**src/rtl/nn_accel_pkg.sv**
```systemverilog
// rtl/nn_accel_pkg.sv - shared types and constants for the bias/ReLU accelerator
package nn_accel_pkg;

   typedef enum logic [2:0] {
      IDLE      = 3'd0,
      RD_IN     = 3'd1,
      WAIT_IN   = 3'd2,
      RD_BIAS   = 3'd3,
      WAIT_BIAS = 3'd4,
      WR_OUT    = 3'd5
   } state_e;

   localparam logic [3:0] REG_START     = 4'd0;
   localparam logic [3:0] REG_IN_ADDR   = 4'd2;
   localparam logic [3:0] REG_BIAS_ADDR = 4'd3;
   localparam logic [3:0] REG_OUT_ADDR  = 4'd4;
   localparam logic [3:0] REG_LEN       = 4'd5;
   localparam logic [3:0] REG_CTRL      = 4'd6;

   localparam logic [31:0] Q_MAX = 32'h7FFF_FFFF;
   localparam logic [31:0] Q_MIN = 32'h8000_0000;

   // Byte address of word element idx in a vector starting at base.
   function automatic logic [31:0] elem_addr(input logic [31:0] base, input logic [31:0] idx);
      return base + {idx[29:0], 2'b00};
   endfunction

endpackage

```
**src/rtl/bias_relu_if.sv**
```systemverilog
// rtl/bias_relu_if.sv - CPU register port and memory master port bundles
interface bias_relu_csr_if;
   logic        slave_waitrequest;
   logic [3:0]  slave_address;
   logic        slave_read;
   logic [31:0] slave_readdata;
   logic        slave_write;
   logic [31:0] slave_writedata;

   modport slave (
      output slave_waitrequest, slave_readdata,
      input  slave_address, slave_read, slave_write, slave_writedata
   );
   modport master (
      input  slave_waitrequest, slave_readdata,
      output slave_address, slave_read, slave_write, slave_writedata
   );
endinterface

interface bias_relu_mem_if;
   logic        master_waitrequest;
   logic [31:0] master_address;
   logic        master_read;
   logic [31:0] master_readdata;
   logic        master_readdatavalid;
   logic        master_write;
   logic [31:0] master_writedata;

   modport master (
      input  master_waitrequest, master_readdata, master_readdatavalid,
      output master_address, master_read, master_write, master_writedata
   );
   modport slave (
      output master_waitrequest, master_readdata, master_readdatavalid,
      input  master_address, master_read, master_write, master_writedata
   );
endinterface

```
**src/rtl/sat_add_relu.sv**
```systemverilog
// rtl/sat_add_relu.sv - Q16.16 saturating add with optional ReLU clamp
module sat_add_relu
   import nn_accel_pkg::*;
(
   input  logic [31:0] a,
   input  logic [31:0] b,
   input  logic        relu_en,
   output logic [31:0] y
);

   logic [32:0] sum;
   logic [31:0] sat;

   always_comb begin
      sum = {a[31], a} + {b[31], b};
      // Top two sum bits disagree only when the 32-bit result overflowed.
      case (sum[32:31])
         2'b01:   sat = Q_MAX;
         2'b10:   sat = Q_MIN;
         default: sat = sum[31:0];
      endcase
      y = (relu_en && sat[31]) ? 32'h0000_0000 : sat;
   end

endmodule

```
**src/rtl/bias_relu.sv**
```systemverilog
// rtl/bias_relu.sv - streams in[i]+bias[i] through saturation/ReLU into out[i]
module bias_relu
   import nn_accel_pkg::*;
(
   input  logic                   clk,
   input  logic                   rst_n,
   bias_relu_csr_if.slave         csr,
   bias_relu_mem_if.master        mem
);

   state_e      state_q, state_d;
   logic [31:0] cnt_q, cnt_d;
   logic [31:0] in_addr_q, in_addr_d;
   logic [31:0] bias_addr_q, bias_addr_d;
   logic [31:0] out_addr_q, out_addr_d;
   logic [31:0] len_q, len_d;
   logic        relu_q, relu_d;
   logic [31:0] in_val_q, in_val_d;
   logic [31:0] bias_val_q, bias_val_d;
   logic [31:0] result;

   sat_add_relu u_sat (
      .a       (in_val_q),
      .b       (bias_val_q),
      .relu_en (relu_q),
      .y       (result)
   );

   always_ff @(posedge clk or negedge rst_n) begin
      if (!rst_n) begin
         state_q     <= IDLE;
         cnt_q       <= '0;
         in_addr_q   <= '0;
         bias_addr_q <= '0;
         out_addr_q  <= '0;
         len_q       <= '0;
         relu_q      <= 1'b0;
         in_val_q    <= '0;
         bias_val_q  <= '0;
      end else begin
         state_q     <= state_d;
         cnt_q       <= cnt_d;
         in_addr_q   <= in_addr_d;
         bias_addr_q <= bias_addr_d;
         out_addr_q  <= out_addr_d;
         len_q       <= len_d;
         relu_q      <= relu_d;
         in_val_q    <= in_val_d;
         bias_val_q  <= bias_val_d;
      end
   end

   always_comb begin
      state_d               = state_q;
      cnt_d                 = cnt_q;
      in_addr_d             = in_addr_q;
      bias_addr_d           = bias_addr_q;
      out_addr_d            = out_addr_q;
      len_d                 = len_q;
      relu_d                = relu_q;
      in_val_d              = in_val_q;
      bias_val_d            = bias_val_q;
      csr.slave_waitrequest = 1'b1;
      csr.slave_readdata    = '0;
      mem.master_read       = 1'b0;
      mem.master_write      = 1'b0;
      mem.master_address    = '0;
      mem.master_writedata  = '0;

      case (state_q)
         IDLE: begin
            csr.slave_waitrequest = 1'b0;
            if (csr.slave_read) begin
               case (csr.slave_address)
                  REG_START:     csr.slave_readdata = cnt_q;
                  REG_IN_ADDR:   csr.slave_readdata = in_addr_q;
                  REG_BIAS_ADDR: csr.slave_readdata = bias_addr_q;
                  REG_OUT_ADDR:  csr.slave_readdata = out_addr_q;
                  REG_LEN:       csr.slave_readdata = len_q;
                  REG_CTRL:      csr.slave_readdata = {31'd0, relu_q};
                  default:       csr.slave_readdata = '0;
               endcase
            end
            if (csr.slave_write) begin
               case (csr.slave_address)
                  REG_START: begin
                     cnt_d = '0;
                     if (len_q != 32'd0) state_d = RD_IN;
                  end
                  REG_IN_ADDR:   in_addr_d   = csr.slave_writedata;
                  REG_BIAS_ADDR: bias_addr_d = csr.slave_writedata;
                  REG_OUT_ADDR:  out_addr_d  = csr.slave_writedata;
                  REG_LEN:       len_d       = csr.slave_writedata;
                  REG_CTRL:      relu_d      = csr.slave_writedata[0];
                  default: ;
               endcase
            end
         end
         RD_IN: begin
            mem.master_read    = 1'b1;
            mem.master_address = elem_addr(in_addr_q, cnt_q);
            if (!mem.master_waitrequest) state_d = WAIT_IN;
         end
         WAIT_IN: begin
            if (mem.master_readdatavalid) begin
               in_val_d = mem.master_readdata;
               state_d  = RD_BIAS;
            end
         end
         RD_BIAS: begin
            mem.master_read    = 1'b1;
            mem.master_address = elem_addr(bias_addr_q, cnt_q);
            if (!mem.master_waitrequest) state_d = WAIT_BIAS;
         end
         WAIT_BIAS: begin
            if (mem.master_readdatavalid) begin
               bias_val_d = mem.master_readdata;
               state_d    = WR_OUT;
            end
         end
         WR_OUT: begin
            mem.master_write     = 1'b1;
            mem.master_address   = elem_addr(out_addr_q, cnt_q);
            mem.master_writedata = result;
            if (!mem.master_waitrequest) begin
               cnt_d   = cnt_q + 32'd1;
               state_d = (cnt_q + 32'd1 < len_q) ? RD_IN : IDLE;
            end
         end
         default: state_d = IDLE;
      endcase
   end

endmodule

```
**src/flat_wrapper.sv**
```systemverilog
// flat-port wrapper written by rule: the top's interface ports become plain ports
module bias_relu_flat import nn_accel_pkg::*;
  (clk, rst_n, csr_slave_waitrequest, csr_slave_readdata, csr_slave_address, csr_slave_read, csr_slave_write, csr_slave_writedata, mem_master_waitrequest, mem_master_readdata, mem_master_readdatavalid, mem_master_address, mem_master_read, mem_master_write, mem_master_writedata);
  bias_relu_csr_if csr_i ();
  bias_relu_mem_if mem_i ();
  input  logic clk;
  input  logic rst_n;
  output wire logic [$bits(csr_i.slave_waitrequest)-1:0] csr_slave_waitrequest;
  output wire logic [$bits(csr_i.slave_readdata)-1:0] csr_slave_readdata;
  input wire logic [$bits(csr_i.slave_address)-1:0] csr_slave_address;
  input wire logic [$bits(csr_i.slave_read)-1:0] csr_slave_read;
  input wire logic [$bits(csr_i.slave_write)-1:0] csr_slave_write;
  input wire logic [$bits(csr_i.slave_writedata)-1:0] csr_slave_writedata;
  input wire logic [$bits(mem_i.master_waitrequest)-1:0] mem_master_waitrequest;
  input wire logic [$bits(mem_i.master_readdata)-1:0] mem_master_readdata;
  input wire logic [$bits(mem_i.master_readdatavalid)-1:0] mem_master_readdatavalid;
  output wire logic [$bits(mem_i.master_address)-1:0] mem_master_address;
  output wire logic [$bits(mem_i.master_read)-1:0] mem_master_read;
  output wire logic [$bits(mem_i.master_write)-1:0] mem_master_write;
  output wire logic [$bits(mem_i.master_writedata)-1:0] mem_master_writedata;
  assign csr_slave_waitrequest = csr_i.slave_waitrequest;
  assign csr_slave_readdata = csr_i.slave_readdata;
  assign csr_i.slave_address = csr_slave_address;
  assign csr_i.slave_read = csr_slave_read;
  assign csr_i.slave_write = csr_slave_write;
  assign csr_i.slave_writedata = csr_slave_writedata;
  assign mem_i.master_waitrequest = mem_master_waitrequest;
  assign mem_i.master_readdata = mem_master_readdata;
  assign mem_i.master_readdatavalid = mem_master_readdatavalid;
  assign mem_master_address = mem_i.master_address;
  assign mem_master_read = mem_i.master_read;
  assign mem_master_write = mem_i.master_write;
  assign mem_master_writedata = mem_i.master_writedata;
  bias_relu u_core (.clk(clk), .rst_n(rst_n), .csr(csr_i), .mem(mem_i));
endmodule
```
**config.mk**
```make
export PLATFORM = sky130hd
export DESIGN_NAME = bias_relu_flat
export DESIGN_NICKNAME = d
export VERILOG_FILES = /design/src/rtl/nn_accel_pkg.sv /design/src/rtl/bias_relu_if.sv /design/src/rtl/sat_add_relu.sv /design/src/rtl/bias_relu.sv /design/src/flat_wrapper.sv
export SDC_FILE = /design/constraint.sdc
export NUM_CORES = 1
export LEC_CHECK = 0
export BUFFER_PORTS_ARGS = -buffer_cell sky130_fd_sc_hd__buf_4
export CAP_MARGIN = 25
export CORE_AREA = 2 2 191 193
export DETAILED_ROUTE_END_ITERATION = 12
export DIE_AREA = 0 0 193 195
export GPL_TIMING_DRIVEN = 1
export PLACE_DENSITY = 0.72
export REMOVE_ABC_BUFFERS = 1
export SKIP_CTS_REPAIR_TIMING = 1
export SYNTH_ARGS = -nofsm -noshare
export SYNTH_HDL_FRONTEND = slang
export SYNTH_HIERARCHICAL = 1
export SYNTH_SLANG_ARGS = --single-unit
```
**constraint.sdc**
```tcl
create_clock -name clk -period 6 [get_ports clk]
set_input_delay 0.6 -clock clk [delete_from_list [all_inputs] [get_ports clk]]
set_output_delay 0.6 -clock clk [all_outputs]
set_load 0.005 [all_outputs]
```
* Yosys cells after proc, flatten, opt, wreduce, memory -nomap -nowiden
Index checks and enable logic that the tools add are counted.
** Storage, ports and cells
- Input bits :: 74
- Memory bits (writable) :: 0
- Logic and storage cells :: 74
- Bits in latches :: 0
- Output and inout bits :: 99
- Bits in registers :: 228
- Memories :: 0
- Bits in read-only memories :: 0
** Operators by class
- $mul :: 0
- Add/sub/neg operators :: 5
- Multiplexer cells :: 24
- Bitwise gates (word level) :: 0
- $lt $le $gt $ge :: 1
- Div/mod/pow operators :: 0
- Shift-type cells :: 0
- Equality and inequality tests :: 20
- Reductions and logical operators :: 15
** Operator list (number)
- 32-bit 2-to-1 mux :: 7
- 32-bit case mux with 6 select lines :: 1
- 32-bit case mux with 2 select lines :: 2
- 32-bit adder :: 3
- 32-bit case mux with 3 select lines :: 1
- 32-bit by 32-bit adder with 33-bit output :: 1
- 32-bit by 1-bit adder with 32-bit output, second input constant :: 1
- 32-bit < comparator :: 1
- 32-bit nonzero test :: 1
- 3-bit 2-to-1 mux :: 8
- 3-bit case mux with 6 select lines :: 1
- 3-bit AND reduction :: 5
- 2-bit inequality test, second input constant :: 7
- 4-bit by 3-bit equality test with 1-bit output, second input constant :: 3
- 4-bit by 2-bit equality test with 1-bit output, second input constant :: 2
- 8-bit AND reduction :: 1
- 3-bit by 2-bit equality test with 1-bit output, second input constant :: 2
- 3-bit equality test, second input constant :: 2
- 4-bit logical NOT :: 1
- 1-bit 2-to-1 mux :: 4
- 2-bit AND reduction :: 2
- 4-bit AND reduction :: 1
- 3-bit by 1-bit equality test with 1-bit output, second input constant :: 1
- 3-bit logical NOT :: 1
- other kinds (6) :: 6

* Longest topological paths before layout
Gate-level depths: netlist of run 1.
- Depth after elaboration :: 6
- Depth in mapped cells :: 19
- Gate-level depth less buffers :: 17

* Modules after synthesis
The synthesis of run 1 kept the hierarchy.
** Modules (own cells, without submodules)
- bias_relu :: cells each 1317, sequential area each 5705.5 um^2, times used 1, area each 13490.4 um^2
- sat_add_relu :: cells each 289, sequential area each 0.0 um^2, times used 1, area each 2014.4 um^2

* Worst setup path after synthesis of run 1
No wires, ideal clock.
- Path kind :: reg2out
- Start point :: register u_core.in_val_q[0]
- End point :: output port mem_master_writedata[20]
- Required time :: 5.400 ns
- Data arrival time :: 3.651 ns
- Stages on the path, launching flop included :: 17
- Path slack :: 1.749 ns
- Buffers on the path :: 3
- Cell sequence :: dfrtp_1 -> ha_1 -> fa_1 -> a211oi_1 -> o21a_1 -> a2111o_1 -> a31oi_2 -> a21bo_1 -> nor2_2 -> o21ai_0 -> a31oi_1 -> ha_1 -> clkbuf_1 -> clkbuf_1 -> clkbuf_1 -> a21oi_1 -> and2_1
** On the way
- Longest elaborated chain between the ends :: 6
- Elaborated cells on any way between the ends :: 7
- Those cells by class :: add/sub (1); eq/ne (2); mux (3); reduce/logical (1)
** RTL lines
- start: declaration :: line bias_relu.sv:18 : logic [31:0] in_val_q, in_val_d;
- start signal: assignment :: line bias_relu.sv:48 : in_val_q <= in_val_d;
- 32-bit by 32-bit adder with 33-bit output (*) :: line sat_add_relu.sv:15 : sum = {a[31], a} + {b[31], b};
- 2-bit equality test / 2-bit by 1-bit equality test with 1-bit output (equally long branches) :: line sat_add_relu.sv:17 : case (sum[32:31])
- 32-bit case mux with 2 select lines (*) :: line sat_add_relu.sv:17
- 1-bit logical AND :: line sat_add_relu.sv:22 : y = (relu_en && sat[31]) ? 32'h0000_0000 : sat;
- 32-bit 2-to-1 mux (*) :: line sat_add_relu.sv:22
- named net u_core.result[20] :: line bias_relu.sv:20 : logic [31:0] result;
- 32-bit 2-to-1 mux (*) :: line bias_relu.sv:70 : case (state_q)
- end: declaration :: line flat_wrapper.sv:20 : output wire logic [$bits(mem_i.master_writedata)-1:0] mem_master_writedata;
Mark *: on every way through the listed nets, which the timed path passes. The rest lies on a longest branch.

* Worst setup path after layout of run 1
- Start point :: register u_core.in_val_q[0]
- End point :: output port mem_master_writedata[30]
The elaborated chain is that of the path after synthesis.

==> results of run 1 <==
## per-stage QoR
stage	utilization [%]	hold WS, ns	setup slack (ns)
3_5_place_dp	48.7	0.501	0.956
5_1_grt	51.5	0.0138	0.0797
2_1_floorplan	-	0.304	0.955
3_3_place_gp	48.6	0.494	1.18
4_1_cts	51.4	-0.00803	0.330
6_report	51.5	-0.0202	0.502
## layout by cell type, fill, tap and decap left out, types with 12 or more instances in the layout
cell,Yosys,routed
mux2_2,193,193
a211oi_1,13,13
nand2_1,143,143
a222oi_1,28,28
nor2_1,64,63
nor3_1,28,26
and2_1,48,48
clkbuf_16,0,29
inv_1,47,46
nor2b_1,12,12
a31oi_1,16,16
o21a_1,12,12
xnor2_1,47,47
nor4_1,13,13
xor2_1,29,29
ha_1,95,94
nand3_1,32,32
a22oi_1,65,65
a22o_1,12,12
and3_1,16,16
a21oi_1,125,125
nand4_1,21,21
o31ai_1,16,16
dfrtp_1,228,228
buf_4,0,192
a21o_1,30,30
o21ai_0,72,72
## cell type report
| class | instances | share of cell area, % |
|---|---|---|
| Timing Repair Buffer | 196 | 8.27 |
| Antenna cell | 2 | 0.0275 |
| Inverter | 47 | 0.968 |
| Tap cell | 461 | 3.16 |
| Sequential cell | 228 | 31.3 |
| Clock buffer | 37 | 4.42 |
| Multi-Input combinational cell | 1239 | 50.9 |
| Clock inverter | 15 | 0.899 |
## kinds of logic after synthesis
family | Yosys count | share of synthesized area [%]
buffers and inverters | 139 | 3.53
adder cells (fa/ha/maj) | 97 | 7.92
flip-flops | 228 | 36.8
XOR/XNOR | 76 | 4.29
AO/OA/AOI/OAI | 440 | 18.9
multiplexers | 205 | 14.8
AND/OR/NAND/NOR | 421 | 13.7
## cells in the mapped netlist (28+ instances only)
cell      count  area (sq um)
a222oi_1     28           280
dfrtp_1     228          5710
nor2_1       64           240
xnor2_1      47           412
nor3_1       28           140
clkbuf_1     66           248
and2_1       48           300
ha_1         95          1190
a22oi_1      65           488
a21oi_1     125           626
o21ai_0      72           360
xor2_1       29           254
nand2_1     143           537
inv_1        47           176
nand3_1      32           160
a21o_1       30           225
mux2_2      193          2170
## worst register-to-register path, stage by stage (launching register included)
cell and delay, ns:
dfrtp_1 0.54, ha_1 0.36, nand3_1 0.34, nor4_2 0.65, nand3_1 0.23, xnor2_1 0.18
ha_1 0.30, nand2_1 0.10, nor4_1 0.64, nand4_1 0.23, a31oi_1 0.31, o311ai_1 0.15
## layer usage
metal | part of all wire (%) | wire [um] | global-route usage (%)
met3 | 8.6 | 4060 | 5.41
met1 | 41 | 19400 | 32.7
met2 | 46 | 21900 | 40.1
met4 | 4.2 | 1990 | 10.1
met5 | 0.057 | 27 | 0
## power breakdown
| group | total (uW) | internal [uW] | switching (uW) | leakage (uW) |
|---|---|---|---|---|
| clock | 1760 | 1070 | 685 | 0.000471 |
| combinational | 5250 | 2280 | 2970 | 0.00503 |
| sequential | 2700 | 2130 | 563 | 0.00298 |
## worst paths after layout
kind	cells past startpoint	to	slack (ns)	start
setup / recovery	16	mem_master_writedata[30]	0.50	u_core/in_val_q[0]$_DFFE_PN0P_
hold / removal	1	u_core/in_addr_q[7]$_DFFE_PN0P_	-0.02	rst_n
setup reg to reg	11	u_core/state_q[0]$_DFFE_PN0P_	1.84	u_core/cnt_q[1]$_DFFE_PN0P_
hold reg to reg	1	u_core/bias_val_q[12]$_DFFE_PN0P_	0.51	u_core/bias_val_q[12]$_DFFE_PN0P_
max in group asynchronous	2	u_core/len_q[27]$_DFFE_PN0P_	4.74	rst_n
min in group clk	2	u_core/bias_val_q[23]$_DFFE_PN0P_	0.28	mem_master_readdata[23]
## sequential cells by signal, indices dropped and copies added (netlist names)
signal and flops:
u_core/bias_addr_q 32, u_core/bias_val_q 32, u_core/cnt_q 32, u_core/in_addr_q 32, u_core/in_val_q 32, u_core/len_q 32, u_core/out_addr_q 32, u_core/state_q 3
u_core/relu_q 1
==> results.cfg, run 1 <==
[die]
die_y_um = 195
core-area_sq_mm = 0.0354
rows = 69
design.portCount = 173
die-area_sq_mm = 0.0376
die_x_um = 193
start_util_pct = 43.8

[layout]
layoutNonFillerInstCount = 2225
syn_to_final_growth_pct = 17.5
final_area_sq_mm = 0.0182
drive_gt1_share_pct = 26.3
layout.nets = 1911
multiInputGateArea_sq_mm = 0.00929
num-fill-cells = 3231
seq_area_sq_mm = 0.00571

[worst_setup_path]
critPathCaptureType = output port
slowest_stage = fa_1
required_ns = 5.40
critPathMaxStageDelay_ns = 0.44
crit_chain = ha_1, fa_1, a211oi_1, o21a_1, a2111o_1, a31oi_2, a21bo_1, nor2_2, o21ai_0, a31oi_1, ha_2, a41oi_1, nand2_4, nor4bb_1, and2_1, buf_4
critPathKind = reg2out
critPathMaxFanout = 30
start_kind = flip-flop
crit_family = compound AO/OA/AOI/OAI gates
cp_num_buf_inv = 1
critical_path_arrival_ns = 4.90

[pwr]
leakage_uw = 0.00849
p_per_area_mw_per_mm2 = 533
ir_drop_uv = 518
power.total_uw = 9710

[sta]
rsz0062_at_grt = no
whs_ns = -0.0202
finalHoldViolCount = 11
fin_crit_sh_pct = 91.6
maxSlewViolCount = 0
finalSetupTns_ns = 0
fin_skew_ns = 0.00930
fmax_ghz = 0.182
worst_pin_slew_ns = 1.12
relSlewSlack_pct = 24.6
finalCriticalPeriod_ns = 5.50
setup_viol = 0

[logic_synthesis]
post_synth.cell_area_avg_sq_um = 9.65
synthCells = 1606
synth_cell_types = 75
ys_seq_elements = 228
synth_seq_area_share_pct = 36.8
synth_warnings = 6
synthFlopType = dfrtp_1
async_flop_share_pct = 100
netlist_area_sq_mm = 0.0155
synth_edf_count = 0

[clock_network]
clk_pin_slew_ns = 0.06
root_buffer = clkbuf_16
cts_tree = built
numClockSinks = 228
clk_latency_ns = 0.56
numCtsBuffers = 28
cts_max_level = 1
clock_path_buffers = 3

[place]
dpl_cell_area_sq_mm = 0.0172
io_buffer_count = 172
gp_congestion = 0.921
dp_hpwl_mm = 33.4
placed_cells = 2170

[routing]
drt-pass1-iter-count = 8
detail-route-antenna-nets = 0
initialDrtViolationCount = 1371
avgViaCountPerCell = 6.13
route.detailed.drc = 0
vias = 13600
routed_wl_mm = 47.3
routedWlPerCell_um = 21.3

[grt]
grt_max_degree = 166
grt_pass1_vias = 13700
grt_pass1_wl_mm = 74.6
grt_overflow = 0
antenna_found_initial = 4
grtUsageTotal_pct = 25.0

[status]
status = finished, violations left
violations = hold timing

[flow_run]
max_cap_viol_count = 0

[hold_path]
hold_class = in2async
No activity file was read; power rests on OpenSTA's default activity.
==> inputs of run 2 (changes only) <==
==> constraint.sdc (replaced) <==
create_clock -name clk -period 6 [get_ports clk]
set_input_delay 0.6 -clock clk [delete_from_list [all_inputs] [get_ports clk]]
set_output_delay 0.6 -clock clk [all_outputs]
set_load 0.02 [all_outputs]
==> results.cfg, run 2 (synthesis results as in run 1) <==
[layout]
n_antenna_cell = 0
final_area_sq_mm = 0.0182
final_util_pct = 51.3
layout_common_cells = dfrtp_1, buf_4, mux2_2, nand2_1, a21oi_1
syn_to_final_growth_pct = 17.2
layoutNonFillerInstCount = 2220
num-fill-cells = 3228
multiInputGateArea_sq_mm = 0.00928
layout.nets = 1912
layout_commonest_cell = dfrtp_1
seq_area_sq_mm = 0.00571
drive_gt1_share_pct = 26.0

[sta]
fin_skew_ns = 0.0149
finalSetupTns_ns = 0
rsz0062_at_grt = no
finalCriticalPeriod_ns = 5.63
setup_viol = 0
fmax_ghz = 0.178
worst_pin_slew_ns = 1.09
finalHoldViolCount = 0
fin_crit_sh_pct = 93.8
maxSlewViolCount = 0
relSlewSlack_pct = 26.5

[grt]
grt_pass1_wl_mm = 73.2
grtUsageTotal_pct = 24.5
grt_pass1_vias = 13400
grt_max_degree = 88
antenna_found_initial = 2
grt_overflow = 0

[pwr]
power.total_uw = 9770
ir_drop_uv = 433
p_per_area_mw_per_mm2 = 538
leakage_uw = 0.00848

[clock_network]
cts_max_level = 1
root_buffer = clkbuf_16
cts_tree = built
clock_path_buffers = 3
numClockSinks = 228
clk_latency_ns = 0.55
clk_pin_slew_ns = 0.06
numCtsBuffers = 27

[worst_setup_path]
critical_path_arrival_ns = 5.03
cp_num_buf_inv = 1
r2r-start = u_core/cnt_q[0]$_DFFE_PN0P_
critPathMaxStageDelay_ns = 0.43
start_kind = flip-flop
critPathKind = reg2out
reg2reg_depth = 11
slowest_stage = fa_1
r2r_setup_slack_ns = 1.86
crit-reg2reg-capture = u_core/state_q[0]$_DFFE_PN0P_
critPathMaxFanout = 30
critPathCaptureType = output port
crit_family = compound AO/OA/AOI/OAI gates
required_ns = 5.40
crit_chain = ha_1, fa_1, a211oi_1, o21a_1, a2111o_1, a31oi_2, a21bo_1, nor2_2, o21ai_0, a31oi_1, ha_2, a41oi_1, nand2_2, nor4bb_1, and2_1, buf_4

[place]
dp_hpwl_mm = 33.1
placed_cells = 2170
dpl_cell_area_sq_mm = 0.0172
gp_congestion = 0.930
io_buffer_count = 172

[routing]
avgViaCountPerCell = 6.14
route.detailed.drc = 0
vias = 13600
routedWlPerCell_um = 21.0
drt-pass1-iter-count = 6
routed_wl_mm = 46.6
detail-route-antenna-nets = 0
initialDrtViolationCount = 1081

[flow_run]
max_cap_viol_count = 0

[die]
design.portCount = 173
rows = 69
die_x_um = 193
die_y_um = 195
die-area_sq_mm = 0.0376
core-area_sq_mm = 0.0354
start_util_pct = 43.8

[status]
status = finished clean

[hold_path]
hold_class = in2async
## run 2: cell types whose count changed in the layout (fill, tap and decap cells not counted), sizes merged
| cell | delta |
|---|---|
| clkinvlp | -4 |
| buf | +2 |
| diode | -2 |
| clkinv | -1 |
## run 2: how the worst max path moves through the flow
stage,cells past startpoint,from,to
5_1_grt,17,u_core/bias_val_q[0]$_DFFE_PN0P_,mem_master_writedata[30]
2_1_floorplan,13,u_core/state_q[1]$_DFFE_PN0P_,mem_master_address[28]
4_1_cts,16,u_core/in_val_q[0]$_DFFE_PN0P_,mem_master_writedata[30]
3_5_place_dp,16,u_core/in_val_q[0]$_DFFE_PN0P_,mem_master_writedata[30]
6_report,16,u_core/in_val_q[0]$_DFFE_PN0P_,mem_master_writedata[30]
3_3_place_gp,16,u_core/in_val_q[0]$_DFFE_PN0P_,mem_master_writedata[30]
## run 2: through the flow
stage	hold slack (ns)	setup WS, ns
floorplan	0.304	0.535
global placement	0.494	1.12
detailed placement	0.501	0.891
CTS	0.0777	0.305
global route	0.113	0.0816
finish	0.0509	0.372
## run 2: report_power, final
group / total, uW / leakage (uW) / switching, uW / internal (uW)
clock network: 1660 / 0.000444 / 650 / 1010
registers: 2680 / 0.00298 / 545 / 2130
logic: 5430 / 0.00505 / 3140 / 2300
total: 9770 / 0.00848 / 4330 / 5440
## run 2: area by class of cell
| type | count | share of cell area [%] |
|---|---|---|
| clock inverters | 10 | 0.689 |
| inverters | 47 | 0.971 |
| clock buffers | 37 | 4.20 |
| well taps | 461 | 3.17 |
| multi-input cells | 1239 | 51.1 |
| repair buffers | 198 | 8.48 |
| flip-flops and latches | 228 | 31.4 |
## run 2: per-layer routing
metal | wire length [um] | vias up | track usage, %
li1 | - | 6234 | -
met1 | 19400 | 6614 | 33.2
met2 | 21500 | 642 | 39.1
met3 | 3830 | 136 | 4.01
met4 | 1830 | 4 | 9.65
met5 | 26 | - | 0
## run 2: worst register-to-register path, stage by stage (launching register included)
cell and delay, ns:
dfrtp_1 0.54, ha_1 0.37, nand3_1 0.34, nor4_2 0.64, nand3_1 0.20, xnor2_1 0.17
ha_1 0.29, nand2_1 0.10, nor4_1 0.66, nand4_1 0.22, a31oi_1 0.33, o311ai_1 0.15
